<file path="src/rtl/qos_demux_if.sv">
// Word-stream bundle between the upstream source, qos_demux and the four class FIFOs.
// The slave modport is the demux side; the master modport is the source/sink side.
interface qos_demux_if #(
    parameter int DATA_WIDTH = 8
);
    logic [DATA_WIDTH-1:0] DATA_IN;
    logic                  WRITE;
    logic [3:0]            almost_Full;
    logic [3:0]            Full;
    logic [DATA_WIDTH-1:0] DATA_OUT;
    logic [3:0]            push;
    logic                  ready;
    logic                  pausa;

    modport slave (
        input  DATA_IN, WRITE, almost_Full, Full,
        output DATA_OUT, push, ready, pausa
    );

    modport master (
        output DATA_IN, WRITE, almost_Full, Full,
        input  DATA_OUT, push, ready, pausa
    );
endinterface

</file>
<file path="src/rtl/qos_demux.sv">
// QoS ingress demux: stages words in order and steers each to its class FIFO by the top 2 bits.
// Define QOS_DEMUX_DROPCNT_EN to build the per-class saturating drop counters.
module qos_demux #(
    parameter int DATA_WIDTH = 8,
    parameter int HOLD_DEPTH = 4,
    parameter int CNT_W      = 4
) (
    input  logic               CLK,
    input  logic               RESET,
    input  logic               init,
    qos_demux_if.slave         bus,
    output logic               err_drop,
    output logic [4*CNT_W-1:0] drop_count,
    output logic [1:0]         state
);
    localparam int                  PTR_W    = $clog2(HOLD_DEPTH);
    localparam int                  CNT_BITS = PTR_W + 1;
    localparam logic [CNT_BITS-1:0] DEPTH_C  = CNT_BITS'(HOLD_DEPTH);
    localparam logic [CNT_BITS-1:0] PAUSE_C  = CNT_BITS'(HOLD_DEPTH - 1);

    typedef enum logic [1:0] {
        IDLE  = 2'd0,
        RUN   = 2'd1,
        STALL = 2'd2
    } state_e;

    state_e                state_q, state_d;
    logic [DATA_WIDTH-1:0] mem_q [HOLD_DEPTH];
    logic [PTR_W-1:0]      wr_ptr_q, wr_ptr_d;
    logic [PTR_W-1:0]      rd_ptr_q, rd_ptr_d;
    logic [CNT_BITS-1:0]   count_q, count_d;
    logic [DATA_WIDTH-1:0] data_out_q, data_out_d;
    logic [3:0]            push_q, push_d;
    logic                  err_drop_q, err_drop_d;

    logic                  active, ready_c, pausa_c;
    logic                  wr_en, drop, pop, head_blocked;
    logic [DATA_WIDTH-1:0] head;
    logic [1:0]            head_cls;

    // Acceptance uses the pre-pop count, so a pop on the same edge never rescues a write.
    always_comb begin
        active       = (state_q == RUN) || (state_q == STALL);
        ready_c      = active && (count_q < DEPTH_C);
        pausa_c      = !active || (count_q >= PAUSE_C);
        head         = mem_q[rd_ptr_q];
        head_cls     = head[DATA_WIDTH-1 -: 2];
        head_blocked = bus.almost_Full[head_cls] || bus.Full[head_cls];
        wr_en        = bus.WRITE && ready_c;
        drop         = bus.WRITE && active && !ready_c;
        pop          = (state_q == RUN) && init && (count_q != '0) && !head_blocked;
    end

    always_comb begin
        // NOTE: every always_comb output gets a default first so no path can infer a latch.
        state_d = state_q;
        case (state_q)
            RUN: begin
                if (!init)                                 state_d = IDLE;
                else if ((count_q != '0) && head_blocked)  state_d = STALL;
            end
            STALL: begin
                if (!init)              state_d = IDLE;
                else if (!head_blocked) state_d = RUN;
            end
            default: state_d = init ? RUN : IDLE;
        endcase
    end

    always_comb begin
        wr_ptr_d   = wr_en ? wr_ptr_q + PTR_W'(1) : wr_ptr_q;
        rd_ptr_d   = pop   ? rd_ptr_q + PTR_W'(1) : rd_ptr_q;
        count_d    = count_q;
        case ({wr_en, pop})
            2'b10:   count_d = count_q + CNT_BITS'(1);
            2'b01:   count_d = count_q - CNT_BITS'(1);
            default: count_d = count_q;
        endcase
        data_out_d = pop ? head : data_out_q;
        push_d     = pop ? (4'b0001 << head_cls) : 4'b0000;
        err_drop_d = drop;
    end

    // NOTE: state is updated with non-blocking assignments so every flop samples pre-edge values.
    always_ff @(posedge CLK) begin
        if (RESET) begin
            state_q    <= IDLE;
            wr_ptr_q   <= '0;
            rd_ptr_q   <= '0;
            count_q    <= '0;
            data_out_q <= '0;
            push_q     <= '0;
            err_drop_q <= 1'b0;
        end else begin
            state_q    <= state_d;
            wr_ptr_q   <= wr_ptr_d;
            rd_ptr_q   <= rd_ptr_d;
            count_q    <= count_d;
            data_out_q <= data_out_d;
            push_q     <= push_d;
            err_drop_q <= err_drop_d;
        end
    end

    // NOTE: staging storage is not reset; the pointers and count alone define which entries are valid.
    always_ff @(posedge CLK) begin
        if (wr_en) mem_q[wr_ptr_q] <= bus.DATA_IN;
    end

`ifdef QOS_DEMUX_DROPCNT_EN
    logic [3:0][CNT_W-1:0] drop_cnt_q, drop_cnt_d;
    logic [1:0]            in_cls;

    always_comb begin
        in_cls     = bus.DATA_IN[DATA_WIDTH-1 -: 2];
        drop_cnt_d = drop_cnt_q;
        if (drop && (drop_cnt_q[in_cls] != '1))
            drop_cnt_d[in_cls] = drop_cnt_q[in_cls] + CNT_W'(1);
    end

    always_ff @(posedge CLK) begin
        if (RESET) drop_cnt_q <= '0;
        else       drop_cnt_q <= drop_cnt_d;
    end

    assign drop_count = drop_cnt_q;
`else
    assign drop_count = '0;
`endif

    assign bus.DATA_OUT = data_out_q;
    assign bus.push     = push_q;
    assign bus.ready    = ready_c;
    assign bus.pausa    = pausa_c;
    assign err_drop     = err_drop_q;
    assign state        = state_q;
endmodule

</file>
<file path="src/flat_wrapper.sv">
// flat-port wrapper written by rule: the top's interface ports become plain ports
module qos_demux_flat 
#(
    parameter int DATA_WIDTH = 8,
    parameter int HOLD_DEPTH = 4,
    parameter int CNT_W      = 4
)
  (CLK, RESET, init, err_drop, drop_count, state, bus_DATA_IN, bus_WRITE, bus_almost_Full, bus_Full, bus_DATA_OUT, bus_push, bus_ready, bus_pausa);
  qos_demux_if #(.DATA_WIDTH(DATA_WIDTH)) bus_i ();
  input  logic CLK;
  input  logic RESET;
  input  logic init;
  output logic err_drop;
  output logic [4*CNT_W-1:0] drop_count;
  output logic [1:0] state;
  input wire logic [$bits(bus_i.DATA_IN)-1:0] bus_DATA_IN;
  input wire logic [$bits(bus_i.WRITE)-1:0] bus_WRITE;
  input wire logic [$bits(bus_i.almost_Full)-1:0] bus_almost_Full;
  input wire logic [$bits(bus_i.Full)-1:0] bus_Full;
  output wire logic [$bits(bus_i.DATA_OUT)-1:0] bus_DATA_OUT;
  output wire logic [$bits(bus_i.push)-1:0] bus_push;
  output wire logic [$bits(bus_i.ready)-1:0] bus_ready;
  output wire logic [$bits(bus_i.pausa)-1:0] bus_pausa;
  assign bus_i.DATA_IN = bus_DATA_IN;
  assign bus_i.WRITE = bus_WRITE;
  assign bus_i.almost_Full = bus_almost_Full;
  assign bus_i.Full = bus_Full;
  assign bus_DATA_OUT = bus_i.DATA_OUT;
  assign bus_push = bus_i.push;
  assign bus_ready = bus_i.ready;
  assign bus_pausa = bus_i.pausa;
  qos_demux #(.DATA_WIDTH(DATA_WIDTH), .HOLD_DEPTH(HOLD_DEPTH), .CNT_W(CNT_W)) u_core (.CLK(CLK), .RESET(RESET), .init(init), .bus(bus_i), .err_drop(err_drop), .drop_count(drop_count), .state(state));
endmodule
</file>
<file path="config.mk">
export PLATFORM = sky130hd
export DESIGN_NAME = qos_demux_flat
export DESIGN_NICKNAME = d
export VERILOG_FILES = /design/src/rtl/qos_demux_if.sv /design/src/rtl/qos_demux.sv /design/src/flat_wrapper.sv
export SDC_FILE = /design/constraint.sdc
export NUM_CORES = 1
export LEC_CHECK = 0
export ABC_CLOCK_PERIOD_IN_PS = 3280
export CAP_MARGIN = 20
export CORE_MARGIN = 2
export CORE_UTILIZATION = 29
export DETAILED_ROUTE_END_ITERATION = 16
export DONT_BUFFER_PORTS = 1
export GPL_ROUTABILITY_DRIVEN = 1
export PLACE_DENSITY_LB_ADDON = 0.08
export SYNTH_ARGS = -nofsm -noshare
export SYNTH_HDL_FRONTEND = slang
export SYNTH_SLANG_ARGS = --single-unit
</file>
<file path="constraint.sdc">
create_clock -name CLK -period 3.28 [get_ports CLK]
set_input_delay 0.82 -clock CLK [delete_from_list [all_inputs] [get_ports CLK]]
set_output_delay 0.82 -clock CLK [all_outputs]
set_load 0.03 [all_outputs]
</file>
== Word-level counts from Yosys, hierarchy flattened ==
Memory sizes are Yosys's and may differ from the RTL's. A register that Yosys moved wholly into a read port is not among the register bits.
Cells that the tools add are included.
Cells by class
  equal/unequal tests: 6
  shift operators: 1
  reductions and logical operators: 18
  bitwise operators: 1
  order comparisons: 3
  muxes and demuxes: 15
  add/subtract/negate cells: 4
Operators with widths (number)
  $mux 2: 6
  $logic_and 1x1->1: 8
  $ne 3x3->1 const B: 2
  $pmux 3 s2: 1
  $mux 1: 5
  $add 2x1->2 const B: 2
  $bmux 1 s2: 2
  $eq 2x1->1 const B: 2
  $eq 2x2->1 const B: 2
  $pmux 2 s2: 1
  $shl 1x2->4 const A: 1
  $add 3x1->3 const B: 1
  $ge 3x2->1 const B: 1
  $logic_not 1->1: 3
  $logic_or 1x1->1: 3
  $lt 2x3->1 const B: 1
  $lt 3x3->1 const B: 1
  $reduce_bool 3->1: 1
  $sub 3x1->3 const B: 1
  $reduce_and 2->1: 1
  $reduce_bool 2->1: 1
  $reduce_or 2->1: 1
  $not 1->1: 1
Storage, ports and cells
  register bits after elaboration: 22
  logic and storage cells: 56
  memories: 1
  RAM bits: 32
Memories
  u_core.mem_q: depth 4, bits a word 8, read ports 1, clocked after memory_dff 1, wr ports 1, line qos_demux.sv:28  | logic [DATA_WIDTH-1:0] mem_q [HOLD_DEPTH];

== Depth between registers and ports, before layout ==
  word-level depth: 7
  gate-level depth with buffers: 12

== Worst setup path before layout ==
OpenSTA, ideal clock, no wires.
  kind: reg2out
  start point: register u_core.state_q[0] (netlist: u_core.state[0])
  end point: output bus_pausa
  path slack: 0.407 ns
  arrival: 2.053 ns
  stages on the path, launching flop included: 5
  cell sequence: dfxtp_1 -> inv_1 -> ha_1 -> nor2_1 -> o21ai_0
Between the ends
  cells in the longest elaborated chain, start to end: 4
  elaborated cells between the ends (all ways): 5
RTL lines
  from (decl): line qos_demux.sv:27  | state_e state_q, state_d;
  from (signal assigned): line qos_demux.sv:95  | state_q <= state_d;
  $eq 2x1->1 or $eq 2x2->1 (tied branches): line qos_demux.sv:43  | active = (state_q == RUN) || (state_q == STALL);
  $logic_or 1x1->1 (*): line qos_demux.sv:43
  $logic_not 1->1 (*): line qos_demux.sv:45  | pausa_c = !active || (count_q >= PAUSE_C);
  $logic_or 1x1->1 (*): line qos_demux.sv:45
  to (decl): line flat_wrapper.sv:23  | output wire logic [$bits(bus_i.pausa)-1:0] bus_pausa;
Mark *: on every way between the ends. The rest lies on a longest branch, timed or not.

==> reports/qor_table.md <==
| Parameter | Reported |
| --- | --- |
| Setup CP Type | flip-flop to flip-flop |
| Initial antenna violation count | 0 |
| Die Width | 96.0 µm |
| Multiplexer area fraction after synthesis | 0.113 |
| Clock tree from TritonCTS | yes |
| Post-synthesis register bit count | 56 |
| Minimum period implied by the final worst setup slack | 3.02 ns |
| Number of nets still failing antenna checks after routing | 0 |
| Num rows | 33 |
| Capturing element type of the critical path | flip-flop |
| Number of slew-limit violations in the final report | 0 |
| Global-route wire length before repair | 7440 µm |
| Number of antenna cells inserted | 0 |
| Data required time at the worst endpoint | 3.53 ns |
| Xor and xnor area share after synthesis | 0.0107 |
| Mean instance size in the synthesized netlist | 12.9 µm² |
| Final hold viol count | 0 |
| Via count | 1380 |
| Outcome | finished clean |
| Total DRC errors in the routed layout | 0 |
| Min-delay worst type | flip-flop to flip-flop |
| Synth Area in Adders | 0.0438 |
| Synth warnings | 0 |
| Clock transition at path regs | 0.11 ns |
| Final layout net count | 224 |
| Combinational family with the most area after synthesis | multiplexers |
| Area of the placeable core | 8220 µm² |
| Final worst path period share | 0.920 |
| Post-Route WL | 4800 µm |
| Filler Cell Count | 817 |
| Cts bufs inserted | 5 |
| Setup slack, reg-to-reg | 0.26 ns |
| Total negative setup slack | 0 ns |
| Startpoint Class | flip-flop |
| Post-detail-place hpwl | 3400 µm |
| Max frequency | 331 MHz |
| Seq/Total Area, Yosys | 0.587 |
| Worst ir drop on vdd | 0.174 mV |
| Fraction of layout instances using a drive strength above 1 | 0.117 |
| Clock Sinks | 56 |
| Sum of internal, switching and leakage power | 0.00122 W |
| Clock latency on the worst-skew pair | 0.31 ns |
| Via density per instance | 4.57 |
| CP max FO | 12 |
| Leading cell types in the layout, fill and taps excluded | edfxtp_1, dfxtp_1, nor2_1, conb_1, a21oi_1 |
| Maximum number of pins on one net before global-route repair | 20 |
| Total of hold buffers inserted after clock tree synthesis | 0 |
| Data arrival time of the critical path | 3.26 ns |
| Total GRT Usage | 0.112 |
| Endpoints failing setup | 0 |
| Setup repair after global routing missed its margin | no |
| Post-Synthesis Cell Area | 2450 µm² |
| Iteration-0 DRC Markers | 68 |
| Share of synthesized cell area in and, or, nand and nor gates | 0.0882 |
| Vias in the first global route | 1392 |
| Fraction of the mapped netlist area in compound gates | 0.0714 |
| Relative slew slack | 0.652 |
| WL per Instance | 15.9 µm |
| 1st-pass router iterations | 4 |
| I/O pin cnt | 53 |
| Global route total overflow | 0 |
| Power density relative to cell area | 468 nW/µm² |
| Initial Util | 0.299 |
| Master cell of the clock root buffer | clkbuf_8 |
| Leakage | 0.891 nW |
| PortBufs | 0 |
| Synth unique cells | 40 |
| Worst-Margin Slew | 0.522 ns |
| Deepest level of the CTS H-tree | 2 |
| Number of cells produced by synthesis | 191 |
| Buffers inserted by post-CTS timing repair | 0 |
| Clock buffer depth | 2 |
| RePlAce Congestion | 0.738 |
| CTS-repair resized insts | 0 |
| Most common library cell in the layout ignoring fill and taps | edfxtp_1 |
| Clk_skew | 0.00646 ns |
| Synthesis-to-layout area growth | 6.68% |
| Max cap viols | 0 |
| DIE AREA | 9220 µm² |
| Die Ht | 96.0 µm |
==> sequential cells by signal, summed over array words and instances, names as in the netlist, named ones only <==
name                 cells
u_core.wr_ptr_q          2
u_core.rd_ptr_q          2
u_core.bus.DATA_OUT      8
u_core.mem_q            32
u_core.err_drop          1
u_core.count_q           3
u_core.state             2
u_core.bus.push          4
==> Yosys cell counts (all sizes together) <==
library cell,count,share of area
inv,10,0.018
or3b,1,0.0036
buf,19,0.060
mux4,8,0.083
clkbuf,4,0.0066
o31a,1,0.0036
a31o,1,0.0036
mux2,2,0.011
and2,1,0.0026
nand2b,2,0.0051
nor4bb,1,0.0041
fa,1,0.0082
nand2,6,0.0092
nand3,8,0.016
xnor2,1,0.0036
a311oi,1,0.0036
ha,7,0.036
or3,3,0.0082
conb,1,0.0015
mux2i,4,0.019
o21ai,13,0.027
nor3,1,0.0020
a31oi,1,0.0026
nor2b,1,0.0026
nor2,16,0.024
and3,4,0.010
dfxtp,24,0.20
o31ai,1,0.0031
a21oi,14,0.029
xor2,2,0.0071
edfxtp,32,0.39
==> kinds of logic after synthesis <==
group	count (synthesis)
fa+ha+maj	8
other cells	1
mux	14
flops	56
xor+xnor	3
buf+inv	33
compound gates	32
simple gates	44
==> stage by stage <==
stage	hold slack [ns]	util	setup WS [ns]	instance area [µm²]	instances
after floorplan	0.469	-	0.407	2510	206
after global placement	0.478	0.307	0.340	2520	294
after detailed placement	0.496	0.307	0.259	2520	294
after CTS	0.512	0.319	0.237	2620	302
after global routing	0.541	0.319	0.0754	2620	302
final	0.510	0.319	0.262	2620	302
==> per-layer routing <==
layer | wire, µm | track usage | vias to the layer above | share of wire
met3 | 324 | 0.0384 | 4 | 0.068
met1 | 1990 | 0.129 | 666 | 0.41
met5 | 0 | 0 | - | 0
met2 | 2450 | 0.196 | 46 | 0.51
li1 | - | - | 664 | -
met4 | 42 | 0.0357 | 0 | 0.0088
==> critical path, cell delays in order, from the launching register on <==
cell and delay (ns):
dfxtp_1 0.41, mux4_2 0.59, mux2i_2 0.20, mux2_4 0.36, nor2_1 0.16, ha_1 0.20
inv_1 0.06, fa_1 0.37, xor2_1 0.16, or3_1 0.30, a21oi_1 0.15
==> power by group <==
part / switching [W] / internal, W
sequential: 0.00000650 / 0.000748
clock: 0.000240 / 0.000156
combinational: 0.0000553 / 0.0000184
==> path summary, 6_finish.rpt <==
kind                            depth (start not counted)            endpoint                from
worst max-delay path                                   10   u_core.count_q[2]           flip-flop
worst min-delay path                                    2  u_core.wr_ptr_q[1]  u_core.wr_ptr_q[1]
worst max register to register                         10   u_core.count_q[2]           flip-flop
worst min register to register                          2  u_core.wr_ptr_q[1]  u_core.wr_ptr_q[1]
==> area by class of cell <==
class / count / area [µm²] / share of cell area
repair buffers: 6 / 45.0 / 0.0172
well taps: 105 / 131 / 0.0502
multi-input cells: 117 / 862 / 0.329
clock buffers: 5 / 68.8 / 0.0263
inverters: 10 / 45.0 / 0.0172
flip-flops and latches: 56 / 1440 / 0.550
clock inverters: 3 / 25.0 / 0.00956
Note: power is estimated with default switching activity, not from simulation.
